==> src/rtl/adder_pkg.sv <==
// rtl/adder_pkg.sv - shared constants and elaboration helpers for pipelined_adder
//   OP_ADD / OP_SUB : op input encoding
//   chunk_width()   : bits handled per pipeline stage
//   params_ok()     : legality of a WIDTH/STAGES pair
package adder_pkg;

  localparam logic OP_ADD = 1'b0;
  localparam logic OP_SUB = 1'b1;

  function automatic int chunk_width(input int width, input int stages);
    return (stages > 0) ? width / stages : width;
  endfunction

  function automatic bit params_ok(input int width, input int stages);
    return (width >= 2) && (stages >= 1) && ((width % stages) == 0);
  endfunction

endpackage

==> src/rtl/adder_chunk.sv <==
// rtl/adder_chunk.sv - combinational CW-bit ripple-carry adder slice
//   a, b : CW-bit operands (b arrives pre-inverted for subtract)
//   cin  : carry into bit 0
//   s    : CW-bit sum
//   co   : carry out of the top bit
module adder_chunk #(
  parameter int CW = 4
) (
  input  logic [CW-1:0] a,
  input  logic [CW-1:0] b,
  input  logic          cin,
  output logic [CW-1:0] s,
  output logic          co
);

  // Carry is a loop-local variable so the ripple is one acyclic block.
  always_comb begin
    logic c;
    s = '0;
    c = cin;
    for (int i = 0; i < CW; i++) begin
      s[i] = a[i] ^ b[i] ^ c;
      c    = (a[i] & b[i]) | (c & (a[i] ^ b[i]));
    end
    co = c;
  end

endmodule

==> src/rtl/pipelined_adder.sv <==
// rtl/pipelined_adder.sv - STAGES-deep pipelined add/subtract with valid/ready flow control
//   clk, rst           : clock, synchronous active-high reset
//   in_valid, in_ready : input handshake; in_ready is combinational from out_ready
//   a, b, cin, op      : operands, carry/borrow in, 0 = add / 1 = subtract
//   out_valid, out_ready : output handshake
//   sum, cout, sat     : registered result, raw carry out, saturation flag
//   Optional feature: define ADDER_SAT_EN for unsigned saturation; otherwise sat = 0.
module pipelined_adder
  import adder_pkg::*;
#(
  parameter int WIDTH  = 8,
  parameter int STAGES = 2
) (
  input  logic             clk,
  input  logic             rst,
  input  logic             in_valid,
  output logic             in_ready,
  input  logic [WIDTH-1:0] a,
  input  logic [WIDTH-1:0] b,
  input  logic             cin,
  input  logic             op,
  output logic             out_valid,
  input  logic             out_ready,
  output logic [WIDTH-1:0] sum,
  output logic             cout,
  output logic             sat
);

  localparam int CW = chunk_width(WIDTH, STAGES);

  if (!params_ok(WIDTH, STAGES)) begin : g_bad_params
    $fatal(1, "pipelined_adder: WIDTH must be >= 2 and divisible by STAGES >= 1");
  end

  // Subtract is a + ~b + ~cin; the inversion is applied once at the input so
  // the stored upper b bits are already in adder form.
  logic [WIDTH-1:0] b_eff;
  logic             cin_eff;

  assign b_eff   = (op == OP_ADD) ? b : ~b;
  assign cin_eff = (op == OP_SUB) ? ~cin : cin;

  for (genvar k = 0; k < STAGES; k++) begin : g_stage
    logic                v_q;
    logic                v_d;
    logic                load;
    logic [CW-1:0]       ca;
    logic [CW-1:0]       cb;
    logic [CW-1:0]       cs;
    logic                ci;
    logic                co;
    logic                c_q;
    logic [(k+1)*CW-1:0] s_raw;
    logic [(k+1)*CW-1:0] s_d;
    logic [(k+1)*CW-1:0] s_q;
`ifdef ADDER_SAT_EN
    logic                op_d;
`endif

    // A stage may load if it is empty or if the stage after it is loading,
    // which lets bubbles collapse under back-pressure.
    if (k == STAGES-1) begin : g_load
      assign load = !v_q || out_ready;
    end else begin : g_load
      assign load = !v_q || g_stage[k+1].load;
    end

    if (k == 0) begin : g_src
      assign v_d   = in_valid;
      assign ca    = a[CW-1:0];
      assign cb    = b_eff[CW-1:0];
      assign ci    = cin_eff;
      assign s_raw = cs;
`ifdef ADDER_SAT_EN
      assign op_d  = op;
`endif
    end else begin : g_src
      assign v_d   = g_stage[k-1].v_q;
      assign ca    = g_stage[k-1].g_ops.ha_q[CW-1:0];
      assign cb    = g_stage[k-1].g_ops.hb_q[CW-1:0];
      assign ci    = g_stage[k-1].c_q;
      assign s_raw = {cs, g_stage[k-1].s_q};
`ifdef ADDER_SAT_EN
      assign op_d  = g_stage[k-1].g_ops.op_q;
`endif
    end

    adder_chunk #(.CW(CW)) u_chunk (
      .a   (ca),
      .b   (cb),
      .cin (ci),
      .s   (cs),
      .co  (co)
    );

    // Operand bits not yet summed, right-aligned so the next stage always
    // consumes the low CW bits. The last stage has nothing left to carry.
    if (k < STAGES-1) begin : g_ops
      logic [WIDTH-(k+1)*CW-1:0] ha_d;
      logic [WIDTH-(k+1)*CW-1:0] hb_d;
      logic [WIDTH-(k+1)*CW-1:0] ha_q;
      logic [WIDTH-(k+1)*CW-1:0] hb_q;
`ifdef ADDER_SAT_EN
      logic                      op_q;
`endif

      if (k == 0) begin : g_in
        assign ha_d = a[WIDTH-1:CW];
        assign hb_d = b_eff[WIDTH-1:CW];
      end else begin : g_in
        assign ha_d = g_stage[k-1].g_ops.ha_q[WIDTH-k*CW-1:CW];
        assign hb_d = g_stage[k-1].g_ops.hb_q[WIDTH-k*CW-1:CW];
      end

      always_ff @(posedge clk) begin
        if (rst) begin
          ha_q <= '0;
          hb_q <= '0;
`ifdef ADDER_SAT_EN
          op_q <= 1'b0;
`endif
        end else if (load) begin
          ha_q <= ha_d;
          hb_q <= hb_d;
`ifdef ADDER_SAT_EN
          op_q <= op_d;
`endif
        end
      end
    end

    if (k == STAGES-1) begin : g_out
`ifdef ADDER_SAT_EN
      logic sat_d;
      logic sat_q;

      // Add overflows on carry; subtract underflows when no carry (borrow).
      assign sat_d = (op_d == OP_ADD) ? co : ~co;
      assign s_d   = !sat_d ? s_raw : ((op_d == OP_ADD) ? '1 : '0);

      always_ff @(posedge clk) begin
        if (rst) begin
          sat_q <= 1'b0;
        end else if (load) begin
          sat_q <= sat_d;
        end
      end
`else
      assign s_d = s_raw;
`endif
    end else begin : g_out
      assign s_d = s_raw;
    end

    always_ff @(posedge clk) begin
      if (rst) begin
        v_q <= 1'b0;
        s_q <= '0;
        c_q <= 1'b0;
      end else if (load) begin
        v_q <= v_d;
        s_q <= s_d;
        c_q <= co;
      end
    end
  end

  assign in_ready  = g_stage[0].load;
  assign out_valid = g_stage[STAGES-1].v_q;
  assign sum       = g_stage[STAGES-1].s_q;
  assign cout      = g_stage[STAGES-1].c_q;
`ifdef ADDER_SAT_EN
  assign sat       = g_stage[STAGES-1].g_out.sat_q;
`else
  assign sat       = 1'b0;
`endif

endmodule

==> config.mk <==
export PLATFORM = sky130hd
export DESIGN_NAME = pipelined_adder
export DESIGN_NICKNAME = d
export VERILOG_FILES = /design/src/rtl/adder_pkg.sv /design/src/rtl/adder_chunk.sv /design/src/rtl/pipelined_adder.sv
export SDC_FILE = /design/constraint.sdc
export NUM_CORES = 1
export LEC_CHECK = 0
export BUFFER_PORTS_ARGS = -buffer_cell sky130_fd_sc_hd__buf_4
export CELL_PAD_IN_SITES_DETAIL_PLACEMENT = 1
export CELL_PAD_IN_SITES_GLOBAL_PLACEMENT = 2
export CORE_ASPECT_RATIO = 0.8
export CORE_MARGIN = 10
export CORE_UTILIZATION = 29
export DETAILED_ROUTE_END_ITERATION = 8
export HOLD_SLACK_MARGIN = 0.05
export PLACE_DENSITY_LB_ADDON = 0.1
export SETUP_SLACK_MARGIN = 0.15
export SKIP_LAST_GASP = 1
export SYNTH_ARGS = -nofsm -noshare
export SYNTH_HDL_FRONTEND = slang
export SYNTH_SLANG_ARGS = --single-unit
==> constraint.sdc <==
create_clock -name clk -period 3.1 [get_ports clk]
set_input_delay 0.62 -clock clk [delete_from_list [all_inputs] [get_ports clk]]
set_output_delay 0.62 -clock clk [all_outputs]
set_load 0.05 [all_outputs]
=== After elaboration in Yosys (flattened, before gate mapping) ===
Cells that the tools add are included.

* Output and inout port bits: 12
* Register bits after elaboration: 24
* Word-level logic and storage cells: 56
* Bits of input ports: 22

* Multiplexer cells: 2
* Bitwise logic cells: 42
* Reduce and logical (&&, ||, !) cells: 4

{| class="wikitable"
|+ Operator list
! cell !! count
|-
| bitwise AND 1 bit || 16
|-
| bitwise XOR 1 bit || 16
|-
| 2-to-1 mux 8 bit || 1
|-
| inverter 8 bit || 1
|-
| bitwise OR 1 bit || 8
|-
| zero test 1 bit || 2
|-
| logical OR 1 bit || 2
|-
| 2-to-1 mux 1 bit || 1
|-
| inverter 1 bit || 1
|}

=== Longest topological paths before layout ===
Gate-level depths: netlist of the first run.

* Depth in word-level cells: 11
* Mapped depth: 11
* Gate-level depth less buffers: 10

=== Modules after synthesis ===
From an unflattened synthesis of the first run, not the netlist that was laid out.

* Cell total of the unflattened synthesis: 140
* Area total of the unflattened synthesis: 1,224.9 um^2

{| class="wikitable"
|+ By module, submodules not included
! module !! area an instance (um^2) !! times used !! seq. area each (um^2) !! cells each
|-
| pipelined_adder || 989.7 || 1 || 480.5 || 112
|-
| adder_chunk || 117.6 || 2 || 0.0 || 14
|}

=== Least setup slack after synthesis of the first run ===
Ideal clock, no wire load.

* Path kind: input to register
* Start: input op
* End: register g_stage[0].s_q[3]
* Data arrival time: 2,474 ps
* Cell stages on the path: 11
* Path slack: 493 ps
* Path buffers: 1
* Library setup time: 132 ps
* Required time: 2,968 ps
* Path through: buf_4 > xnor2_1 > fa_1 > inv_1 > fa_1 > inv_1 > fa_1 > inv_1 > fa_1 > nand2_1 > a21oi_1

* Word-level cells in the longest chain between the ends: 9
* Elaborated cells on any way between the ends: 16
* Classes of those cells: 2 x mux; 14 x bitwise

{| class="wikitable"
|+ RTL lines
! element !! line !! RTL
|-
| from (decl) || pipelined_adder.sv:21 || <nowiki>input logic op,</nowiki>
|-
| 2-to-1 mux 8 bit || pipelined_adder.sv:40 || <nowiki>assign b_eff = (op == OP_ADD) ? b : ~b;</nowiki>
|-
| bitwise XOR 1 bit || adder_chunk.sv:23 || <nowiki>c = (a[i] & b[i]) | (c & (a[i] ^ b[i]));</nowiki>
|-
| bitwise AND 1 bit || adder_chunk.sv:23 ||
|-
| bitwise OR 1 bit || adder_chunk.sv:23 ||
|-
| bitwise AND 1 bit || adder_chunk.sv:23 ||
|-
| bitwise OR 1 bit || adder_chunk.sv:23 ||
|-
| bitwise AND 1 bit || adder_chunk.sv:23 ||
|-
| bitwise OR 1 bit || adder_chunk.sv:23 ||
|-
| bitwise XOR 1 bit (*) || adder_chunk.sv:22 || <nowiki>s[i] = a[i] ^ b[i] ^ c;</nowiki>
|-
| net g_stage[0].cs[3] || pipelined_adder.sv:49 || <nowiki>logic [CW-1:0] cs;</nowiki>
|-
| to (signal assigned) || pipelined_adder.sv:158 || <nowiki>s_q <= '0;</nowiki>
|-
| to (signal assigned) || pipelined_adder.sv:162 || <nowiki>s_q <= s_d;</nowiki>
|-
| to (decl) || pipelined_adder.sv:55 || <nowiki>logic [(k+1)*CW-1:0] s_q;</nowiki>
|}

The timed path passes the listed nets; every way through them passes the cells marked *.
A chain may end at the register's enable or synchronous reset.

=== Worst setup path after layout of the first run ===
Same ends and word-level chain as after synthesis.

==> results of run 1 <==
==> cell type report <==
class	instances	area share (%)
timing repair buffer	32	16.59
sequential	24	33.19
inverter	13	3.544
multi-input combinational	82	39.07
tap	55	4.754
clock buffer	3	2.852
==> metrics by stage <==
stage	power, µW	hold WS, ps
after floorplan	494.9	431.9
after global placement	561.0	440.1
after detailed placement	565.8	445.1
after CTS	749.3	460.7
after global routing	781.8	485.4
final	729.0	456.3
==> worst paths after layout <==
| path | from | cells past startpoint | slack, ps | endpoint |
|---|---|---|---|---|
| hold / removal | sum[3] | 2 | 460 | sum[3] |
| setup / recovery | op | 11 | 680 | g_stage[0].s_q[3] |
| setup reg to reg | g_stage[0].c_q | 8 | 910 | sum[7] |
| hold reg to reg | sum[3] | 2 | 460 | sum[3] |
==> cells in the final DEF, fill, tap and decap left out <==
cell type  netlist  layout
a211oi_1         5       5
a211oi_2         4       4
a21oi_1         13      13
and2b_1          1       1
and3b_2          1       1
buf_4            3      32
clkbuf_8         0       3
conb_1           1       1
dfxtp_1         24      24
fa_1             8       8
inv_1           12      12
inv_4            1       1
nand2_1         26      26
nand2b_1         1       1
nor2_1          13      13
xnor2_1          5       5
xor2_1           4       4
==> synthesized netlist by cell type, drive strengths merged <==
cell type,n
fa,8
nand2b,1
conb,1
clkbuf,3
xor2,4
inv,13
nand2,26
buf,5
nor2,13
a211oi,9
and3b,1
dfxtp,24
and2b,1
a21oi,13
xnor2,5
==> cell families after synthesis <==
| logic type | synth area share (%) |
|---|---|
| compound gates | 13.30 |
| buf+inv | 8.833 |
| simple gates | 14.83 |
| other cells | 0.3268 |
| flops | 41.88 |
| xor+xnor | 6.870 |
| fa+ha+maj | 13.96 |
==> metal layers <==
layer	GRT usage (%)	up-vias	share of wire, %
li1	-	445	-
met1	9.670	447	43
met3	3.740	2	5.1
met2	14.42	19	52
met5	0	-	0
met4	1.429	0	0.37
==> registers in the layout, indices dropped and copies added, names as in the netlist <==
signal,count
g_stage.s_q,4
g_stage.v_q,1
out_valid,1
cout,1
sum,8
g_stage.c_q,1
g_stage.g_ops.hb_q,4
g_stage.g_ops.ha_q,4
==> where the power goes <==
part | switching, µW | internal, µW
clock network | 90.7 | 86.7
logic | 116 | 77.5
registers | 16.8 | 341
==> critical path: cells and delay by family <==
family / cells / cell delay, ps
xor gates and xnor gates: 1 / 150
AOI/OAI and AO/OA: 1 / 60
and+or+nand+nor: 1 / 70
buffers and inverters: 4 / 350
adders and majority gates: 4 / 1300
==> impl_metrics.yaml, run 1 <==
run_status:
  status: "completed"
global_routing:
  overflow: 0
  grt_pass1_vias: 1041
  grt_pass1_wl_um: 4767
  track_usage_pct: 8.462
  grt_max_degree: 25
  antenna_found_initial: 0
worst_setup_path:
  cp_cell_sequence: "buf_4 > xnor2_1 > fa_1 > inv_1 > fa_1 > inv_1 > fa_1 > inv_1 > fa_1 > nand2_1 > a21oi_1"
  max_stage_delay_ps: 410
  start_kind: "input port"
  worst-endpoint-arrival_ps: 2560
  slowest_stage: "fa_1"
  end_kind: "register"
  cp_data_required_time_ps: 3240
  cp_common_cell: "fa_1"
  path_max_fanout: 9
  worstSetupPathType: "input port to register"
placement:
  place_congestion: 0.7270
  dpl.hpwl_um: 2179
  placed_cells: 206
  port_buffers: 32
  pre_cts_slack_ps: 381.7
  placed_cell_area_mm2: 0.001406
timing:
  timing.fmax_ghz: 0.4129
  worst_clock_skew_ps: 2.574
  hold_viol: 0
  setup_tns_ps: 0
  min_period_over_period_pct: 78.13
  fin_crit_ps: 2422
  rsz0062_at_grt: "false"
  timing.final.ws_setup_ps: 678.0
  setup_viol: 0
  final_max_slew_viol_count: 0
floorplanning:
  start_util_pct: 30.16
  fp.coreArea_mm2: 0.003804
  fp.dieH_um: 76.26
  die-area_mm2: 0.006888
  num_io_pins: 34
  die_x_um: 90.33
  num_rows: 20
clocking:
  cts.repair.resized: 0
  cts_tree: "yes"
  clk_latency_ps: 260
  root_buffer: "clkbuf_8"
  htreeDepth: 1
  cts_buffers: 3
  ctsHoldBuffers: 0
  cts_buffer_depth: 2
  clock-sinks: 24
  post_cts_buffers: 0
  path_clk_slew_ps: 80
layout:
  final_util_pct: 38.06
  n_antenna_cell: 0
  layout.area.seq_um2: 480.5
  fin_nets: 186
  fill_cells: 458
  multiInputGateArea_um2: 565.5
  fin_area_mm2: 0.001448
  instances_no_fill: 209
  drive_gt1_share_pct: 26.62
  area_growth_pct: 26.17
synthesis:
  syn_avg_cell_area_um2: 9.034
  syn_inst: 127
  yosys.area.top_type: "dfxtp_1"
  synth_cell_types: 19
  synth_nets: 157
  ys_ff_latch: 24
  synthTopCellsByArea: "dfxtp_1, fa_1, nand2_1, a21oi_1, a211oi_2"
  post_synth_instance_area_mm2: 0.001147
  ys_seq_area_share_pct: 41.88
  yosys_warnings: 0
  synth_top_area_share_pct: 41.88
route:
  vias: 913
  drc: 0
  drtPass1Iterations: 2
  final_antenna_net_count: 0
  drt_iter0_drc: 19
  wl_per_cell_um: 13.04
  viasPerCell: 4.368
  wirelength_um: 2725
flow_run:
  cap_violations: 0
power_and_ir_drop:
  peakVddDrop_mv: 0.1595
  p_per_area_mw_per_mm2: 503.6
  p_leak_uw: 0.0006491
worst_hold_path:
  hold_path_class: "register to register"
Power figures use the tool's default switching activity.
==> run 2: changes to the inputs <==
--- a/config.mk
+++ b/config.mk
@@ -10,7 +10,7 @@
 export CELL_PAD_IN_SITES_GLOBAL_PLACEMENT = 2
 export CORE_ASPECT_RATIO = 0.8
 export CORE_MARGIN = 10
-export CORE_UTILIZATION = 29
+export CORE_UTILIZATION = 26
 export DETAILED_ROUTE_END_ITERATION = 8
 export HOLD_SLACK_MARGIN = 0.05
 export PLACE_DENSITY_LB_ADDON = 0.1
==> constraint.sdc (replaced) <==
create_clock -name clk -period 2 [get_ports clk]
set_input_delay 0.4 -clock clk [delete_from_list [all_inputs] [get_ports clk]]
set_output_delay 0.4 -clock clk [all_outputs]
set_load 0.05 [all_outputs]
==> run 2 against run 1 <==
The flow now finishes with violations (setup timing). Final cell count up 2.9%. Sequential share of layout area shrank 2.9 points. Clock skew rose by 2.3 ps. Flip-flop and latch count stayed put. Highest routed layer unchanged. Combinational power up 76%. Clock power rose by 140%. Routed wire length up 6.3%.
==> impl_metrics.yaml, run 2 (synthesis results as in run 1) <==
run_status:
  status: "finished with violations"
  violations: "setup timing"
timing:
  fin_crit_ps: 2080
  timing.fmax_ghz: 0.4808
  slew_headroom_pct: 66.30
  holdWs_ps: 338.3
  hold_viol: 0
  rsz0062_at_grt: "true"
  final_max_slew_viol_count: 0
  setup_viol: 2
  timing.final.ws_setup_ps: -79.93
  setup_tns_ps: -139.9
  tightest_slew_ps: 505.5
  min_period_over_period_pct: 104.0
  worst_clock_skew_ps: 4.924
clocking:
  path_clk_slew_ps: 90
  clk_latency_ps: 260
  clock-sinks: 24
  cts_buffers: 3
  ctsHoldBuffers: 0
  cts_buffer_depth: 2
  htreeDepth: 1
  cts_tree: "yes"
  root_buffer: "clkbuf_8"
layout:
  layout.area.seq_um2: 484.2
  mostFrequentLayoutCells: "buf_4, nand2_1, dfxtp_1"
  drive_gt1_share_pct: 43.04
  multiInputGateArea_um2: 639.4
  fin_area_mm2: 0.001600
  fill_cells: 513
  area_growth_pct: 39.48
  n_antenna_cell: 0
  largest_reg_flops: 8
  fin_nets: 189
  mostFrequentLayoutCell: "buf_4"
worst_hold_path:
  hold_path_class: "input port to register"
power_and_ir_drop:
  swShare_pct: 28.61
  p_switching_uw: 377.9
  intPower_uw: 943.2
  clockPowerShare_pct: 32.0
  seqPwrFrac_pct: 42.1
  p_leak_uw: 0.0006911
  p_comb_share_pct: 25.9
  p_per_area_mw_per_mm2: 825.5
  peakVddDrop_mv: 0.3109
flow_run:
  cap_violations: 0
route:
  vias: 923
  viasPerCell: 4.293
  drc: 0
  final_antenna_net_count: 0
  drtPass1Iterations: 4
  drt_iter0_drc: 28
  wl_per_cell_um: 13.47
  wirelength_um: 2896
worst_setup_path:
  worst-endpoint-arrival_ps: 2270
  cp_num_buf_inv: 3
  cpLargestDelayFamily: "adder cells"
  path_max_fanout: 2
  max_stage_delay_ps: 430
  end_kind: "register"
  cp_data_required_time_ps: 2190
  worstSetupPathType: "register to register"
  slowest_stage: "fa_2"
  cp_common_cell: "fa_2"
  cp_cell_sequence: "fa_2 > inv_2 > fa_2 > inv_2 > fa_2 > inv_2 > fa_2 > a211oi_2"
  start_kind: "register"
global_routing:
  grt_pass1_vias: 1080
  track_usage_pct: 8.271
  grt_pass1_wl_um: 4912
  overflow: 0
  antenna_found_initial: 0
  grt_max_degree: 25
floorplanning:
  num_rows: 21
  fp.dieH_um: 79.42
  num_io_pins: 34
  die_x_um: 94.27
  start_util_pct: 27.12
  die-area_mm2: 0.007486
  fp.coreArea_mm2: 0.004230
placement:
  place_congestion: 0.6773
  dpl.hpwl_um: 2301
  port_buffers: 32
  placed_cell_area_mm2: 0.001474
run 2: cell count changes in the layout (fill, tap and decap cells not counted), moves of 3 or more:
cell,previous run,this run
fa_1,8,0
fa_2,0,8
inv_1,12,6
inv_2,0,6
dfxtp_1,24,21
dfxtp_2,0,3
run 2: worst paths after layout:
path	start	to	slack, ps	depth (start not counted)
worst min-delay path	in_valid	g_stage[0].v_q	340	3
worst max-delay path	g_stage[0].c_q	sum[7]	-80	8
worst max register to register	g_stage[0].c_q	sum[7]	-80	8
worst min register to register	sum[1]	sum[1]	460	2
run 2: tightest hold or removal path: stages:
cell and delay [ps]:
buf_4 80, nor2_1 30, nor2_1 60
run 2: per-stage QoR:
step | total power [µW] | utilization (%) | setup WS [ps] | instances
finish | 1321 | 37.83 | -79.93 | 215
floorplan | 784.6 | - | -287.3 | 127
global placement | 891.5 | 34.84 | -343.6 | 211
detailed placement | 901.2 | 34.84 | -402.9 | 211
CTS | 1337 | 37.36 | -105.2 | 215
global route | 1403 | 37.83 | -151.8 | 215
run 2: cell type report:
class                   count  area share, %
clock buffers               3          2.580
clock inverters             1          1.876
inverters                  13          3.206
multi-input cells          82          39.95
flip-flops and latches     24          30.26
well taps                  57          4.457
repair buffers             35          17.67
run 2: power by group through the flow:
| stage | Combinational (µW) | Sequential [µW] | Clock (µW) |
|---|---|---|---|
| floorplan | 147 | 638 | 0 |
| global placement | 325 | 566 | 0 |
| detailed placement | 333 | 568 | 0 |
| CTS | 344 | 557 | 436 |
| global route | 377 | 564 | 462 |
| finish | 342 | 556 | 423 |
run 2: what timing repair did:
action                     CTS  global route
setup endpoints to repair    4             5
setup buffers                0             0
gates cloned                 0             0
pin swaps                    6             2
resized for setup            9             7
run 2: metal layers:
layer,global-route usage [%],wire length [µm]
met2,15.00,1513
met1,8.663,1202
met4,1.818,22
met5,0,0
met3,3.477,158
==> run 3: changes to the inputs <==
--- a/config.mk
+++ b/config.mk
@@ -12,6 +12,7 @@
 export CORE_MARGIN = 10
 export CORE_UTILIZATION = 26
 export DETAILED_ROUTE_END_ITERATION = 8
+export GPL_TIMING_DRIVEN = 0
 export HOLD_SLACK_MARGIN = 0.05
 export PLACE_DENSITY_LB_ADDON = 0.1
 export SETUP_SLACK_MARGIN = 0.15
==> run 3 against run 2 <==
The run still ends with setup timing left. Die area unchanged. Setup slack got worse by 4.9 ps. Sequential power about the same. Count of clock-buffer cells in the layout unchanged. Largest power group unchanged. Highest routed layer unchanged.
==> impl_metrics.yaml, run 3 (synthesis results as in run 1) <==
worst_setup_path:
  r2r_start: "g_stage[0].g_ops.hb_q[0]"
  worst-endpoint-arrival_ps: 2220
  cp_data_required_time_ps: 2130
  start_kind: "input port"
  cp_cell_sequence: "buf_12 > xnor2_4 > fa_2 > inv_2 > fa_2 > inv_2 > fa_2 > inv_2 > fa_1 > nand2_1 > a21oi_2"
  reg2reg_slack_ps: -80
  worstRegToRegCells: 8
  path_max_fanout: 3
  max_stage_delay_ps: 380
  worstSetupPathType: "input port to register"
  end_kind: "register"
  slowest_stage: "fa_2"
  r2r_end: "sum[7]"
clocking:
  cts_buffers: 3
  clk_latency_ps: 260
  clock-sinks: 24
  root_buffer: "clkbuf_8"
  cts_tree: "yes"
  htreeDepth: 1
  path_clk_slew_ps: 80
  cts_buffer_depth: 2
placement:
  placed_cell_area_mm2: 0.001506
  place_congestion: 0.7484
  port_buffers: 31
  placed_cells: 215
  pre_cts_slack_ps: -405.5
  dpl.hpwl_um: 2332
global_routing:
  antenna_found_initial: 0
  overflow: 0
  track_usage_pct: 8.183
  met1_usage_pct: 9.560
  grt_max_degree: 13
  grt_pass1_wl_um: 4912
  met3_usage_pct: 3.195
  met2_usage_pct: 13.97
  grt_pass1_vias: 1048
  busiest_layer: "met2"
timing:
  tightest_slew_ps: 554.0
  hold_viol: 0
  setup_viol: 2
  timing.fmax_ghz: 0.4796
  worst_clock_skew_ps: 1.177
  slew_headroom_pct: 63.07
  final_max_slew_viol_count: 0
  timing.final.ws_setup_ps: -84.87
  min_period_over_period_pct: 104.2
  rsz0062_at_grt: "true"
  fin_crit_ps: 2085
layout:
  fin_area_mm2: 0.001583
  instances_no_fill: 219
  mostFrequentLayoutCell: "buf_4"
  fin_nets: 194
  n_antenna_cell: 0
  mostFrequentLayoutCells: "buf_4, nand2_1, dfxtp_1"
  largest_reg_flops: 8
  area_growth_pct: 37.95
  final_util_pct: 37.42
  drive_gt1_share_pct: 38.27
worst_hold_path:
  whs_endpoint: "g_stage[0].v_q"
  worstHoldStart: "in_valid"
  hold_path_class: "input port to register"
  hold_depth: 3
floorplanning:
  fp.coreArea_mm2: 0.004230
  die-area_mm2: 0.007486
  die_x_um: 94.27
  num_rows: 21
  num_io_pins: 34
  start_util_pct: 27.12
  fp.dieH_um: 79.42
route:
  final_antenna_net_count: 0
  wl_per_cell_um: 13.04
  wirelength_um: 2856
  vias: 924
  drc: 0
  drt_iter0_drc: 19
  viasPerCell: 4.219
  drtPass1Iterations: 2
power_and_ir_drop:
  p_leak_uw: 0.0006908
  peakVddDrop_mv: 0.2275
  p_per_area_mw_per_mm2: 738.0
  finalPower_uw: 1168
run_status:
  violations: "setup timing"
  status: "finished with violations"
flow_run:
  cap_violations: 0
run 3: worst max-delay path by stage:
stage / endpoint / cells past startpoint / slack (ps) / startpoint
2_1_floorplan: g_stage[0].s_q[3] / 11 / -290 / op
3_3_place_gp: g_stage[0].s_q[3] / 11 / -380 / b[0]
3_5_place_dp: g_stage[0].s_q[3] / 11 / -410 / b[0]
4_1_cts: sum[7] / 8 / -110 / g_stage[0].g_ops.hb_q[0]
5_1_grt: sum[7] / 8 / -160 / g_stage[0].g_ops.hb_q[0]
6_report: g_stage[0].s_q[3] / 11 / -80 / op
run 3: per-layer routing:
layer	vias to the layer above	wire (µm)
met3	2	145
li1	464	-
met1	441	1231
met5	-	0
met4	0	12
met2	17	1465
run 3: repair_timing:
action | in CTS | in global routing
setup endpoints to repair | 4 | 5
pin swaps | 1 | 5
hold endpoints to repair | 0 | 0
resized for setup | 4 | 2
buffers inserted | 1 | 0
hold buffers | 0 | 0
run 3: power by group:
group | total [µW] | internal (µW) | switching (µW)
Combinational | 338 | 145 | 193
Sequential | 557 | 529 | 27.9
Clock | 273 | 134 | 139
run 3: worst max-delay path: cells and delay by family:
family | cells | cell delay, ps
buf+inv | 4 | 290
fa+ha+maj | 4 | 1270
xor+xnor | 1 | 120
compound gates | 1 | 50
simple gates | 1 | 90
run 3: metrics by stage:
step           hold slack [ps]  TNS (ps)
2_1_floorplan            431.9    -442.4
3_3_place_gp             439.2    -752.0
3_5_place_dp             449.0    -868.7
4_1_cts                  337.4    -198.1
5_1_grt                  326.6    -427.3
6_report                 344.3    -166.3
run 3: cell type report:
type / instances / area, µm²
Tap cell: 57 / 71.32
Fill cell: 501 / 2648
Inverter: 13 / 51.30
Timing Repair Buffer: 32 / 247.7
Buffer: 8 / 62.56
Sequential cell: 24 / 481.7
Multi-Input combinational cell: 82 / 626.9
Clock buffer: 3 / 41.29
